--- src/rtl/cpu_gen2_pkg.sv ---
// Shared opcode and FSM-state definitions for the second-generation accumulator core.
package cpu_gen2_pkg;

  localparam logic [3:0] OP_NOP = 4'h0;
  localparam logic [3:0] OP_LDA = 4'h1;
  localparam logic [3:0] OP_ADD = 4'h2;
  localparam logic [3:0] OP_OUT = 4'h3;
  localparam logic [3:0] OP_JMP = 4'h4;
  localparam logic [3:0] OP_STA = 4'h5;
  localparam logic [3:0] OP_LDI = 4'h6;
  localparam logic [3:0] OP_SUB = 4'h7;
  localparam logic [3:0] OP_BEQ = 4'h8;
  localparam logic [3:0] OP_CMP = 4'h9;
  localparam logic [3:0] OP_BNE = 4'hA;
  localparam logic [3:0] OP_BCS = 4'hB;
  localparam logic [3:0] OP_HLT = 4'hF;

  typedef enum logic [2:0] {
    ST_T1   = 3'd0,
    ST_T2   = 3'd1,
    ST_T3   = 3'd2,
    ST_T4   = 3'd3,
    ST_T5   = 3'd4,
    ST_HALT = 3'd5
  } state_t;

  // Instructions whose T3 step latches the operand into MAR for a RAM access.
  function automatic logic is_mem_op(input logic [3:0] op);
    logic hit;
    case (op)
      OP_LDA, OP_ADD, OP_STA, OP_SUB, OP_CMP: hit = 1'b1;
      default:                                hit = 1'b0;
    endcase
    return hit;
  endfunction

endpackage

--- src/rtl/cpu_gen2_alu.sv ---
// Combinational DATA_W+1 bit adder/subtractor; on subtract, carry means "no borrow" (a >= b).
module cpu_gen2_alu #(
  parameter int DATA_W = 8
) (
  input  logic [DATA_W-1:0] a,
  input  logic [DATA_W-1:0] b,
  input  logic              sub,
  output logic [DATA_W-1:0] result,
  output logic              carry,
  output logic              zero
);

  logic [DATA_W:0] sum_s;

  // Subtract as a + ~b + 1 so the carry-out directly gives the no-borrow flag.
  always_comb begin
    sum_s = '0;
    if (sub) begin
      sum_s = {1'b0, a} + {1'b0, ~b} + {{DATA_W{1'b0}}, 1'b1};
    end else begin
      sum_s = {1'b0, a} + {1'b0, b};
    end
  end

  assign result = sum_s[DATA_W-1:0];
  assign carry  = sum_s[DATA_W];
  assign zero   = (sum_s[DATA_W-1:0] == {DATA_W{1'b0}});

endmodule

--- src/rtl/cpu_gen2.sv ---
// Accumulator core: programmable RAM, A/B registers, Z/C flags, variable-length microcode,
// and a valid/ready output port.
module cpu_gen2
  import cpu_gen2_pkg::*;
#(
  parameter int DATA_W = 8,
  parameter int ADDR_W = 4
) (
  input  logic              clk,
  input  logic              reset,
  input  logic              prog,
  input  logic [ADDR_W-1:0] prog_addr,
  input  logic [DATA_W-1:0] prog_data,
  output logic [DATA_W-1:0] out_data,
  output logic              out_valid,
  input  logic              out_ready,
  output logic              halted
);

  logic [DATA_W-1:0] ram_r [2**ADDR_W];

  state_t            state_r;
  logic [ADDR_W-1:0] pc_r;
  logic [ADDR_W-1:0] mar_r;
  logic [DATA_W-1:0] ir_r;
  logic [DATA_W-1:0] a_r;
  logic [DATA_W-1:0] b_r;
  logic              z_r;
  logic              c_r;
  logic [DATA_W-1:0] out_data_r;
  logic              out_valid_r;
  logic              halted_r;

  logic [3:0]        opcode_s;
  logic [ADDR_W-1:0] opnd_s;
  logic [DATA_W-1:0] ram_rdata_s;
  logic              ram_we_s;
  logic [ADDR_W-1:0] ram_waddr_s;
  logic [DATA_W-1:0] ram_wdata_s;
  logic [DATA_W-1:0] alu_result_s;
  logic              alu_carry_s;
  logic              alu_zero_s;

  assign opcode_s    = ir_r[ADDR_W+3:ADDR_W];
  assign opnd_s      = ir_r[ADDR_W-1:0];
  assign ram_rdata_s = ram_r[mar_r];

  cpu_gen2_alu #(.DATA_W(DATA_W)) u_alu (
    .a      (a_r),
    .b      (b_r),
    .sub    (opcode_s != OP_ADD),
    .result (alu_result_s),
    .carry  (alu_carry_s),
    .zero   (alu_zero_s)
  );

  // RAM write port: host programming has priority; STA writes only outside reset.
  always_comb begin
    ram_we_s    = 1'b0;
    ram_waddr_s = mar_r;
    ram_wdata_s = a_r;
    if (!reset) begin
      ram_we_s = 1'b0;
    end else if (prog) begin
      ram_we_s    = 1'b1;
      ram_waddr_s = prog_addr;
      ram_wdata_s = prog_data;
    end else if (state_r == ST_T4 && opcode_s == OP_STA) begin
      ram_we_s = 1'b1;
    end else begin
      ram_we_s = 1'b0;
    end
  end

  // RAM storage, deliberately not cleared by reset.
  always_ff @(posedge clk) begin
    if (ram_we_s) begin
      ram_r[ram_waddr_s] <= ram_wdata_s;
    end else begin
      ram_r[ram_waddr_s] <= ram_r[ram_waddr_s];
    end
  end

  // Control FSM, datapath registers and output handshake.
  always_ff @(posedge clk) begin
    if (!reset) begin
      state_r     <= ST_T1;
      pc_r        <= '0;
      mar_r       <= '0;
      ir_r        <= '0;
      a_r         <= '0;
      b_r         <= '0;
      z_r         <= 1'b0;
      c_r         <= 1'b0;
      out_data_r  <= '0;
      out_valid_r <= 1'b0;
      halted_r    <= 1'b0;
    end else begin
      // A consumed value drops valid unless an OUT below reloads it this cycle.
      if (out_valid_r && out_ready) begin
        out_valid_r <= 1'b0;
      end else begin
        out_valid_r <= out_valid_r;
      end

      if (prog) begin
        state_r  <= ST_T1;
        pc_r     <= '0;
        halted_r <= 1'b0;
      end else begin
        case (state_r)
          ST_T1: begin
            mar_r   <= pc_r;
            state_r <= ST_T2;
          end
          ST_T2: begin
            ir_r    <= ram_rdata_s;
            pc_r    <= pc_r + {{(ADDR_W-1){1'b0}}, 1'b1};
            state_r <= ST_T3;
          end
          ST_T3: begin
            state_r <= ST_T1;
            if (is_mem_op(opcode_s)) begin
              mar_r   <= opnd_s;
              state_r <= ST_T4;
            end else begin
              case (opcode_s)
                OP_OUT: begin
                  if (!out_valid_r || out_ready) begin
                    out_data_r  <= a_r;
                    out_valid_r <= 1'b1;
                  end else begin
                    state_r <= ST_T3;
                  end
                end
                OP_JMP: pc_r <= opnd_s;
                OP_LDI: a_r  <= {{(DATA_W-ADDR_W){1'b0}}, opnd_s};
                OP_BEQ: pc_r <= z_r ? opnd_s : pc_r;
                OP_BNE: pc_r <= z_r ? pc_r : opnd_s;
                OP_BCS: pc_r <= c_r ? opnd_s : pc_r;
                OP_HLT: begin
                  state_r  <= ST_HALT;
                  halted_r <= 1'b1;
                end
                default: state_r <= ST_T1;
              endcase
            end
          end
          ST_T4: begin
            state_r <= ST_T1;
            case (opcode_s)
              OP_LDA: a_r <= ram_rdata_s;
              OP_ADD, OP_SUB, OP_CMP: begin
                b_r     <= ram_rdata_s;
                state_r <= ST_T5;
              end
              default: state_r <= ST_T1;
            endcase
          end
          ST_T5: begin
            z_r     <= alu_zero_s;
            c_r     <= alu_carry_s;
            state_r <= ST_T1;
            if (opcode_s != OP_CMP) begin
              a_r <= alu_result_s;
            end else begin
              a_r <= a_r;
            end
          end
          ST_HALT: begin
            state_r  <= ST_HALT;
            halted_r <= 1'b1;
          end
          default: state_r <= ST_T1;
        endcase
      end
    end
  end

  assign out_data  = out_data_r;
  assign out_valid = out_valid_r;
  assign halted    = halted_r;

endmodule

--- config.mk ---
export PLATFORM = sky130hd
export DESIGN_NAME = cpu_gen2
export DESIGN_NICKNAME = d
export VERILOG_FILES = /design/src/rtl/cpu_gen2_pkg.sv /design/src/rtl/cpu_gen2_alu.sv /design/src/rtl/cpu_gen2.sv
export SDC_FILE = /design/constraint.sdc
export NUM_CORES = 1
export LEC_CHECK = 0
export ABC_CLOCK_PERIOD_IN_PS = 7000
export CAP_MARGIN = 10
export CELL_PAD_IN_SITES_DETAIL_PLACEMENT = 0
export CELL_PAD_IN_SITES_GLOBAL_PLACEMENT = 2
export CORE_MARGIN = 4
export CORE_UTILIZATION = 47
export DETAILED_ROUTE_END_ITERATION = 10
export PLACE_DENSITY = 0.81
export SETUP_SLACK_MARGIN = 0.5
export SLEW_MARGIN = 5
export SYNTH_ARGS = -nofsm -noshare
export SYNTH_HDL_FRONTEND = slang
export SYNTH_SLANG_ARGS = --single-unit
--- constraint.sdc ---
create_clock -name clk -period 7 [get_ports clk]
set_input_delay 2.1 -clock clk [delete_from_list [all_inputs] [get_ports clk]]
set_output_delay 2.1 -clock clk [all_outputs]
set_load 0.01 [all_outputs]
==> results.py, run 1 <==
metrics = {
    "final_layout": {
        "diodes": 0,
        "final_nets": 643,
        "final_layout_size_suffix_gt1_share_pct": 14.0,
        "final_cells": 840,
        "area_growth_pct": 12.0,
    },
    "sta": {
        "slew_headroom_pct": 26.2,
        "finalMaxSlewViolations": 0,
        "fin_setup_tns_ps": 0,
        "worst_pin_slew_ps": 1110,
        "finalCritPeriodShare_pct": 69.0,
        "fin_skew_ps": 6.93,
        "fmax_mhz": 207,
        "final_hold_viol_count": 0,
        "post-route-min-period_ps": 4830,
        "setup_viol": 0,
        "rsz0062_at_grt": "false",
    },
    "synth": {
        "netlist-cell-type-count": 57,
        "synth.most_common_cell": "edfxtp_1",
        "yosys_warnings": 0,
        "async_flop_share_pct": 0,
        "syn-num-nets": 628,
        "synth_top_area_share_pct": 47.6,
        "yosysTopAreaCell": "edfxtp_1",
        "synth_edf_count": 128,
        "synthesis.area_mm2": 0.00807,
        "synthTopCellsByArea": "edfxtp_1, dfxtp_1, mux4_2",
        "synthTopCellsByCount": "edfxtp_1, nor2_1, dfxtp_1, mux4_2, nand2_1",
        "synth_area_per_cell_um2": 13.6,
        "synth-main-ff-cell": "edfxtp_1",
        "synthCells": 592,
        "ys_ff_latch": 179,
        "ys_seq_area_share_pct": 60.3,
    },
    "detailed_routing": {
        "first_pass_iters": 5,
        "avgViaCountPerCell": 5.84,
        "wirelength_um": 18900,
        "remaining_drc_errors": 0,
        "dr.first_iter.drc_count": 408,
        "vias": 4907,
        "ant_nets": 0,
        "wl_per_cell_um": 22.5,
    },
    "cts": {
        "clock-sinks": 179,
        "cts_buffers": 17,
        "clockRootBuffer": "clkbuf_16",
        "cts_tree": "built",
        "postCtsSetupBuffers": 0,
        "clkLatencyLatePin_ps": 420,
        "clk_pin_slew_ps": 70,
        "clk_path_buf_depth": 2,
        "cts_resized": 0,
        "htree_levels": 4,
        "cts_hold_buf": 0,
    },
    "run_status": {
        "status": "completed",
    },
    "critical_path": {
        "cp-start-kind": "input pin",
        "crit_path_end_kind": "flop",
        "crit_type": "in2reg",
        "crit_fanout": 31,
        "cp.arrival_ps": 4890,
        "required_ps": 7060,
    },
    "global_route": {
        "grt_start_max_net_pins": 33,
        "antenna_found_initial": 0,
        "grt-ovfl-total": 0,
        "grt_pass1_wl_um": 29600,
        "grt_usage_pct": 20.0,
        "grt_pass1_vias": 4944,
    },
    "hold_path": {
        "min_path_type": "reg2reg",
    },
    "placed_design": {
        "dp_hpwl_um": 13400,
        "place.gp.congestion": 0.786,
        "place_inst": 808,
        "place.port_buffers": 25,
    },
    "job": {
        "drv_cap": 0,
    },
    "die": {
        "io_pins": 26,
        "core_region_area_mm2": 0.0167,
        "core.rowCount": 47,
        "start_util_pct": 48.3,
        "die_w_um": 139,
        "die_y_um": 139,
        "die-area_mm2": 0.0193,
    },
    "pwr": {
        "p_total_mw": 2.21,
        "p_per_area_mw_per_mm2": 245,
        "p_leak_nw": 2.94,
        "irDropWorstVdd_v": 0.000244,
    },
}
==> metrics by stage <==
stage	utilization (%)	hold slack (ps)	worst slack, ps	cell area (um2)
detailed placement	50.7	470	1690	8470
global placement	50.7	452	1830	8470
CTS	54.1	487	2160	9040
global route	54.1	501	1970	9040
floorplan	-	450	3200	8070
finish	54.1	482	2170	9040
==> worst max-delay path, cell delays in order <==
cell	delay, ps
clkdlybuf4s50_1	810
inv_1	590
nor2_1	460
o21ai_0	330
nor2_1	590
==> metal layers <==
| layer | share of wire [%] | vias to the layer above | global-route usage [%] | routed length [um] |
|---|---|---|---|---|
| li1 | - | 2300 | - | - |
| met4 | 2.2 | 0 | 5.92 | 408 |
| met1 | 43 | 2449 | 26.8 | 8160 |
| met3 | 3.9 | 31 | 3.72 | 740 |
| met2 | 51 | 127 | 33.4 | 9580 |
| met5 | 0 | - | 0 | 0 |
==> placed cells by master, fill, tap and decap left out, types with 3 or more instances in the layout <==
master	count
clkdlybuf4s50_1	25
nand3b_1	5
mux2i_1	19
a31oi_1	11
inv_6	7
nor2b_1	8
inv_1	21
a311oi_1	8
buf_4	3
ha_1	18
a21oi_1	31
nor3b_1	6
mux2_2	7
nand2b_1	11
edfxtp_1	128
a211oi_1	4
mux4_2	39
o21bai_1	3
o21a_1	3
xnor2_1	6
nand2_1	39
nand3_1	11
nor3_1	8
dfxtp_1	50
o21ai_0	22
clkbuf_16	17
nor2_1	58
a22oi_1	4
==> flip-flops by register name (all words and copies together) (netlist names), 3 cells and up, named ones only <==
name,count
pc_r,4
a_r,8
b_r,8
ram_r,128
ir_r,8
state_r,3
mar_r,4
out_data,8
==> power breakdown <==
part | switching (mW) | internal (mW)
logic | 0.0730 | 0.0584
clock network | 0.416 | 0.501
registers | 0.0212 | 1.14
total | 0.511 | 1.70
==> cell type report <==
class	count	area, um2
Fill cell	1420	7660
Clock buffer	17	425
Sequential cell	179	4870
Tap cell	220	275
Multi-Input combinational cell	360	2980
Clock inverter	15	144
Inverter	21	78.8
Timing Repair Buffer	28	273
==> cells by family after synthesis <==
kind of cell             after synthesis  share of synthesized area (%)
AND/OR/NAND/NOR                      162                           9.92
flip-flops                           179                           60.3
buffers and inverters                 53                           2.85
adder cells (fa/ha/maj)               20                           3.29
multiplexers                          65                           14.2
AO/OA/AOI/OAI                        105                           8.60
XOR/XNOR                               8                          0.868
==> worst paths after layout <==
| kind | cells past startpoint | endpoint | slack, ps | startpoint |
|---|---|---|---|---|
| setup / recovery | 5 | ram_r[6][3]$_DFFE_PP_ | 2170 | reset |
| hold / removal | 2 | halted$_SDFFE_PP0P_ | 480 | halted$_SDFFE_PP0P_ |
| setup reg to reg | 6 | ram_r[6][3]$_DFFE_PP_ | 3730 | state_r[0]$_SDFF_PP0_ |
| hold reg to reg | 2 | halted$_SDFFE_PP0P_ | 480 | halted$_SDFFE_PP0P_ |
No activity file was read; power rests on OpenSTA's default activity.
==> run 2: changes to the inputs <==
--- a/config.mk
+++ b/config.mk
@@ -5,14 +5,14 @@
 export SDC_FILE = /design/constraint.sdc
 export NUM_CORES = 1
 export LEC_CHECK = 0
-export ABC_CLOCK_PERIOD_IN_PS = 7000
+export ABC_CLOCK_PERIOD_IN_PS = 4050
 export CAP_MARGIN = 10
 export CELL_PAD_IN_SITES_DETAIL_PLACEMENT = 0
 export CELL_PAD_IN_SITES_GLOBAL_PLACEMENT = 2
 export CORE_MARGIN = 4
-export CORE_UTILIZATION = 47
+export CORE_UTILIZATION = 40
 export DETAILED_ROUTE_END_ITERATION = 10
-export PLACE_DENSITY = 0.81
+export PLACE_DENSITY = 0.73
 export SETUP_SLACK_MARGIN = 0.5
 export SLEW_MARGIN = 5
 export SYNTH_ARGS = -nofsm -noshare
==> constraint.sdc (replaced) <==
create_clock -name clk -period 4.05 [get_ports clk]
set_input_delay 1.215 -clock clk [delete_from_list [all_inputs] [get_ports clk]]
set_output_delay 1.215 -clock clk [all_outputs]
set_load 0.01 [all_outputs]
==> run 2 against run 1 <==
Compared with the run above: sequential share of layout area is 1.1 points lower; sequential cell count stayed put; die area grew 16%; worst hold slack improved by 2.3 ps; count of clock-buffer cells in the layout increased by 1; first-iteration DRC count shrank 7.1%; via count is 1.1% higher; combinational power rose by 89%; non-clock buffer count rose by 19; routed wire length increased by 5.3%; highest routed layer unchanged.
==> results.py, run 2 (synthesis results as in run 1) <==
metrics = {
    "run_status": {
        "status": "completed",
    },
    "global_route": {
        "grt_start_max_net_pins": 31,
        "grt-ovfl-total": 0,
        "antenna_found_initial": 0,
        "grt_pass1_vias": 5024,
        "grt_pass1_wl_um": 31100,
        "grt_usage_pct": 18.9,
    },
    "placed_design": {
        "place_ws_ps": 391,
        "dp_hpwl_um": 14100,
        "place_inst": 872,
        "place.gp.congestion": 0.814,
        "place.port_buffers": 25,
    },
    "cts": {
        "clkLatencyLatePin_ps": 440,
        "cts_hold_buf": 0,
        "clockRootBuffer": "clkbuf_16",
        "clk_path_buf_depth": 2,
        "clock-sinks": 179,
        "clk_pin_slew_ps": 70,
        "cts_buffers": 17,
        "postCtsSetupBuffers": 0,
        "htree_levels": 4,
        "cts_tree": "built",
        "cts_resized": 0,
    },
    "final_layout": {
        "regMostFlops": "ram_r",
        "diodes": 0,
        "final_cells": 904,
        "final_common_cell": "edfxtp_1",
        "area_growth_pct": 14.4,
        "final_nets": 662,
        "largest_register_ff_count": 128,
        "final_cell_mix": "edfxtp_1, nor2_1, dfxtp_1",
        "final_layout_size_suffix_gt1_share_pct": 16.6,
    },
    "sta": {
        "finalMaxSlewViolations": 0,
        "slew_headroom_pct": 39.4,
        "fin_skew_ps": 14.8,
        "rsz0062_at_grt": "false",
        "fin_setup_tns_ps": 0,
        "final_hold_viol_count": 0,
        "finalCritPeriodShare_pct": 79.8,
        "setup_viol": 0,
        "fmax_mhz": 309,
        "worst_pin_slew_ps": 908,
        "layout_setup_ws_ps": 818,
        "post-route-min-period_ps": 3230,
    },
    "die": {
        "core.rowCount": 51,
        "core_region_area_mm2": 0.0197,
        "die_y_um": 150,
        "die_w_um": 150,
        "io_pins": 26,
        "die-area_mm2": 0.0225,
        "start_util_pct": 41.1,
    },
    "detailed_routing": {
        "wl_per_cell_um": 22.0,
        "ant_nets": 0,
        "vias": 4960,
        "first_pass_iters": 5,
        "remaining_drc_errors": 0,
        "wirelength_um": 19900,
        "avgViaCountPerCell": 5.49,
        "dr.first_iter.drc_count": 379,
    },
    "critical_path": {
        "crit_type": "in2reg",
        "crit_buf_inv": 1,
        "crit_fanout": 9,
        "r2r_cells": 6,
        "cp_slowest_cell": "clkdlybuf4s50_1",
        "cp.depth": 5,
        "cpLargestDelayFamily": "simple AND/OR/NAND/NOR gates",
        "cp-start-kind": "input pin",
        "cp.arrival_ps": 3290,
        "required_ps": 4110,
        "cpPeakStageDelay_ps": 690,
        "crit_path_end_kind": "flop",
        "path_cells": "clkdlybuf4s50_1 > nand2_1 > nor3_1 > o21ai_0 > nor2_1",
    },
    "pwr": {
        "p_sw_mw": 0.931,
        "combPwrFrac_pct": 6.4,
        "intPower_mw": 2.90,
        "p_total_mw": 3.83,
        "irDropWorstVdd_v": 0.000337,
        "clkPwrFrac_pct": 41.1,
        "p_leak_nw": 3.03,
        "p_seq_share_pct": 52.4,
        "p_per_area_mw_per_mm2": 415,
        "swShare_pct": 24.3,
    },
    "hold_path": {
        "min_path_type": "reg2reg",
        "whs_path_depth": 2,
    },
    "job": {
        "drv_cap": 0,
    },
}
## run 2: cell types whose count changed in the layout (fill, tap and decap cells not counted)
cell,previous run,this run
buf_4,3,22
bufinv_16,1,0
clkbuf_1,0,1
clkinv_1,2,1
clkinv_2,1,0
clkinv_4,2,3
clkinv_8,0,1
clkinvlp_4,0,1
inv_6,7,4
inv_8,2,4
## run 2: power by group through the flow
stage / clock network [mW] / logic [mW] / registers (mW)
after floorplan: 0 / 0.173 / 2.02
after global placement: 0 / 0.247 / 2.05
after detailed placement: 0 / 0.249 / 2.05
after CTS: 1.61 / 0.250 / 2.01
after global routing: 1.70 / 0.265 / 2.01
final: 1.58 / 0.247 / 2.01
## run 2: through the flow
step / area (um2) / hold WS [ps] / utilization [%]
after global placement: 8670 / 470 / 44.1
after CTS: 9230 / 491 / 47.0
after global routing: 9230 / 516 / 47.0
after floorplan: 8070 / 450 / -
after detailed placement: 8670 / 477 / 44.1
final: 9230 / 484 / 47.0
## run 2: cell type report
cell class                 instances  area, um2
fill                            1795      10400
sequential                       179       4870
multi-input combinational        360       2980
clock buffer                      18        429
timing repair buffer              47        415
tap                              265        332
clock inverter                    14        134
inverter                          21       78.8
## run 2: layer usage
metal	global-route usage [%]	wire (um)
met2	32.0	10200
met1	25.1	8660
met4	3.75	160
met3	4.06	827
met5	0	0
## run 2: worst reg2reg max path: stages (launching register included)
cell     delay, ps
dfxtp_1        640
inv_1          120
nor2_1         460
a41oi_1        180
nor2_1         270
o21ai_0        290
nor2_1         650
## run 2: final timing paths
path                   startpoint                     to  slack [ps]
max                          prog  ram_r[1][7]$_DFFE_PP_         820
min          out_valid$_SDFF_PN0_   out_valid$_SDFF_PN0_         480
max reg2reg  ir_r[4]$_SDFFE_PN0P_  ram_r[1][7]$_DFFE_PP_        1080
min reg2reg  out_valid$_SDFF_PN0_   out_valid$_SDFF_PN0_         480
==> run 3: changes to the inputs <==
--- a/config.mk
+++ b/config.mk
@@ -5,7 +5,7 @@
 export SDC_FILE = /design/constraint.sdc
 export NUM_CORES = 1
 export LEC_CHECK = 0
-export ABC_CLOCK_PERIOD_IN_PS = 4050
+export ABC_CLOCK_PERIOD_IN_PS = 2670
 export CAP_MARGIN = 10
 export CELL_PAD_IN_SITES_DETAIL_PLACEMENT = 0
 export CELL_PAD_IN_SITES_GLOBAL_PLACEMENT = 2
==> constraint.sdc (replaced) <==
create_clock -name clk -period 2.67 [get_ports clk]
set_input_delay 0.801 -clock clk [delete_from_list [all_inputs] [get_ports clk]]
set_output_delay 0.801 -clock clk [all_outputs]
set_load 0.01 [all_outputs]
==> run 3 against run 2 <==
Compared with the run above: global-route usage shrank 0.98 points; largest cell class unchanged; non-clock buffer count increased by 37; count of clock-buffer cells in the layout rose by 1; sequential cell count unchanged; critical path type is now reg2reg; sequential power rose by 51%; design area rose by 9.1%; sequential share of layout area shrank 4.2 points; largest power group unchanged; die area unchanged.
==> results.py, run 3 (synthesis results as in run 1) <==
metrics = {
    "detailed_routing": {
        "first_pass_iters": 4,
        "dr.first_iter.drc_count": 263,
        "vias": 5069,
        "ant_nets": 0,
        "wl_per_cell_um": 20.4,
        "remaining_drc_errors": 0,
        "avgViaCountPerCell": 5.39,
        "wirelength_um": 19200,
    },
    "die": {
        "core_region_area_mm2": 0.0197,
        "die_y_um": 150,
        "core.rowCount": 51,
        "start_util_pct": 41.1,
        "io_pins": 26,
        "die_w_um": 150,
        "die-area_mm2": 0.0225,
    },
    "critical_path": {
        "cp.arrival_ps": 2590,
        "path_cells": "inv_4 > ha_4 > inv_2 > fa_2 > a21o_1 > a211oi_2 > a21oi_4 > xnor2_2 > nor4_2 > nand3b_1 > o22ai_2",
        "crit_type": "reg2reg",
        "cp_slowest_cell": "dfxtp_4",
        "cp-start-kind": "flop",
        "crit_path_end_kind": "flop",
        "crit_fanout": 4,
        "crit_buf_inv": 2,
        "cpPeakStageDelay_ps": 370,
        "cpLargestDelayFamily": "compound AO/OA/AOI/OAI gates",
        "required_ps": 3020,
    },
    "global_route": {
        "grt-ovfl-total": 0,
        "antenna_found_initial": 0,
        "grt_usage_pct": 17.9,
        "grt_start_max_net_pins": 32,
        "grt_pass1_vias": 5219,
        "grt_pass1_wl_um": 29900,
    },
    "cts": {
        "cts_tree": "built",
        "clkLatencyLatePin_ps": 430,
        "clk_pin_slew_ps": 80,
        "cts_hold_buf": 0,
        "htree_levels": 4,
        "clock-sinks": 179,
        "clockRootBuffer": "clkbuf_16",
        "clk_path_buf_depth": 2,
        "cts_buffers": 17,
    },
    "sta": {
        "slew_headroom_pct": 69.9,
        "fin_skew_ps": 15.5,
        "setup_viol": 0,
        "worst_pin_slew_ps": 452,
        "rsz0062_at_grt": "true",
        "fmax_mhz": 448,
        "finalMaxSlewViolations": 0,
        "finalCritPeriodShare_pct": 83.7,
        "post-route-min-period_ps": 2230,
        "fin_setup_tns_ps": 0,
        "finalHoldWorstSlack_ps": 485,
        "final_hold_viol_count": 0,
        "layout_setup_ws_ps": 436,
    },
    "final_layout": {
        "final_nets": 699,
        "fill_cells": 1739,
        "diodes": 0,
        "largest_register_ff_count": 128,
        "design_area_mm2": 0.0101,
        "regMostFlops": "ram_r",
        "final_cell_mix": "edfxtp_1, nor2_1, dfxtp_1",
        "final_layout_size_suffix_gt1_share_pct": 29.1,
        "area_growth_pct": 24.8,
        "final_common_cell": "edfxtp_1",
    },
    "pwr": {
        "p_total_mw": 6.03,
        "intPower_mw": 4.61,
        "swShare_pct": 23.6,
        "clkPwrFrac_pct": 42.0,
        "p_per_area_mw_per_mm2": 599,
        "combPwrFrac_pct": 7.9,
        "p_seq_share_pct": 50.1,
        "p_leak_nw": 3.39,
        "p_sw_mw": 1.42,
        "irDropWorstVdd_v": 0.000748,
    },
    "placed_design": {
        "place.port_buffers": 25,
        "dp_hpwl_um": 13100,
        "place.gp.congestion": 0.807,
        "placed_area_mm2": 0.00897,
        "place_ws_ps": -204,
    },
    "run_status": {
        "status": "completed",
    },
    "hold_path": {
        "min_path_type": "reg2reg",
    },
    "job": {
        "drv_cap": 0,
    },
}
[run 3: changes by cell type in the layout (fill, tap and decap cells not counted), sizes merged]
| cell | change |
|---|---|
| inv | -1 |
| buf | +36 |
| dlymetal6s2s | +2 |
| dlygate4sd2 | +2 |
| clkdlybuf4s50 | -4 |
| bufinv | +1 |
| clkinvlp | +1 |
| clkbuf | +2 |
| clkinv | -2 |
[run 3: worst paths after layout]
kind                   startpoint                   end  slack, ps  cells after the start
max           a_r[0]$_SDFFE_PN0P_      z_r$_SDFFE_PN0P_        440                     11
min reg2reg  out_valid$_SDFF_PN0_  out_valid$_SDFF_PN0_        490                      2
max reg2reg   a_r[0]$_SDFFE_PN0P_      z_r$_SDFFE_PN0P_        440                     11
min          out_valid$_SDFF_PN0_  out_valid$_SDFF_PN0_        490                      2
[run 3: cell type report]
type | count | area [um2] | area share (%)
sequential | 179 | 4880 | 48.5
multi-input combinational | 360 | 3240 | 32.2
timing repair buffer | 84 | 922 | 9.16
clock buffer | 19 | 453 | 4.50
tap | 265 | 332 | 3.29
clock inverter | 13 | 158 | 1.57
inverter | 21 | 81.3 | 0.808
[run 3: stage by stage]
stage	util, %	std cells
floorplan	-	592
finish	51.2	941
detailed placement	45.7	893
global placement	45.7	893
CTS	50.1	936
global route	51.2	941
[run 3: routing by layer]
layer | wire (um) | track usage (%) | part of all wire (%)
met5 | 0 | 0 | 0
met4 | 221 | 4.76 | 1.2
met3 | 625 | 3.60 | 3.3
met2 | 10300 | 31.5 | 54
met1 | 8020 | 22.5 | 42
[run 3: power by group through the flow]
stage / Clock, mW / Sequential, mW / Combinational (mW)
final: 2.53 / 3.03 / 0.475
after global routing: 2.74 / 3.03 / 0.512
after CTS: 2.59 / 3.03 / 0.453
after detailed placement: 0 / 3.09 / 0.413
after global placement: 0 / 3.09 / 0.409
after floorplan: 0 / 3.07 / 0.269
[run 3: worst reg2reg max path, cell delays in order, from the launching register on]
cell	delay [ps]
dfxtp_4	370
inv_4	60
ha_4	110
inv_2	30
fa_2	350
a21o_1	200
a211oi_2	250
a21oi_4	60
xnor2_2	170
nor4_2	310
nand3b_1	140
o22ai_2	100
[run 3: repair_timing]
item,CTS,global route
gates resized for setup,33,36
pin swaps,12,14
cloned,2,1
endpoints found under the setup margin,271,57
setup buffers,9,4
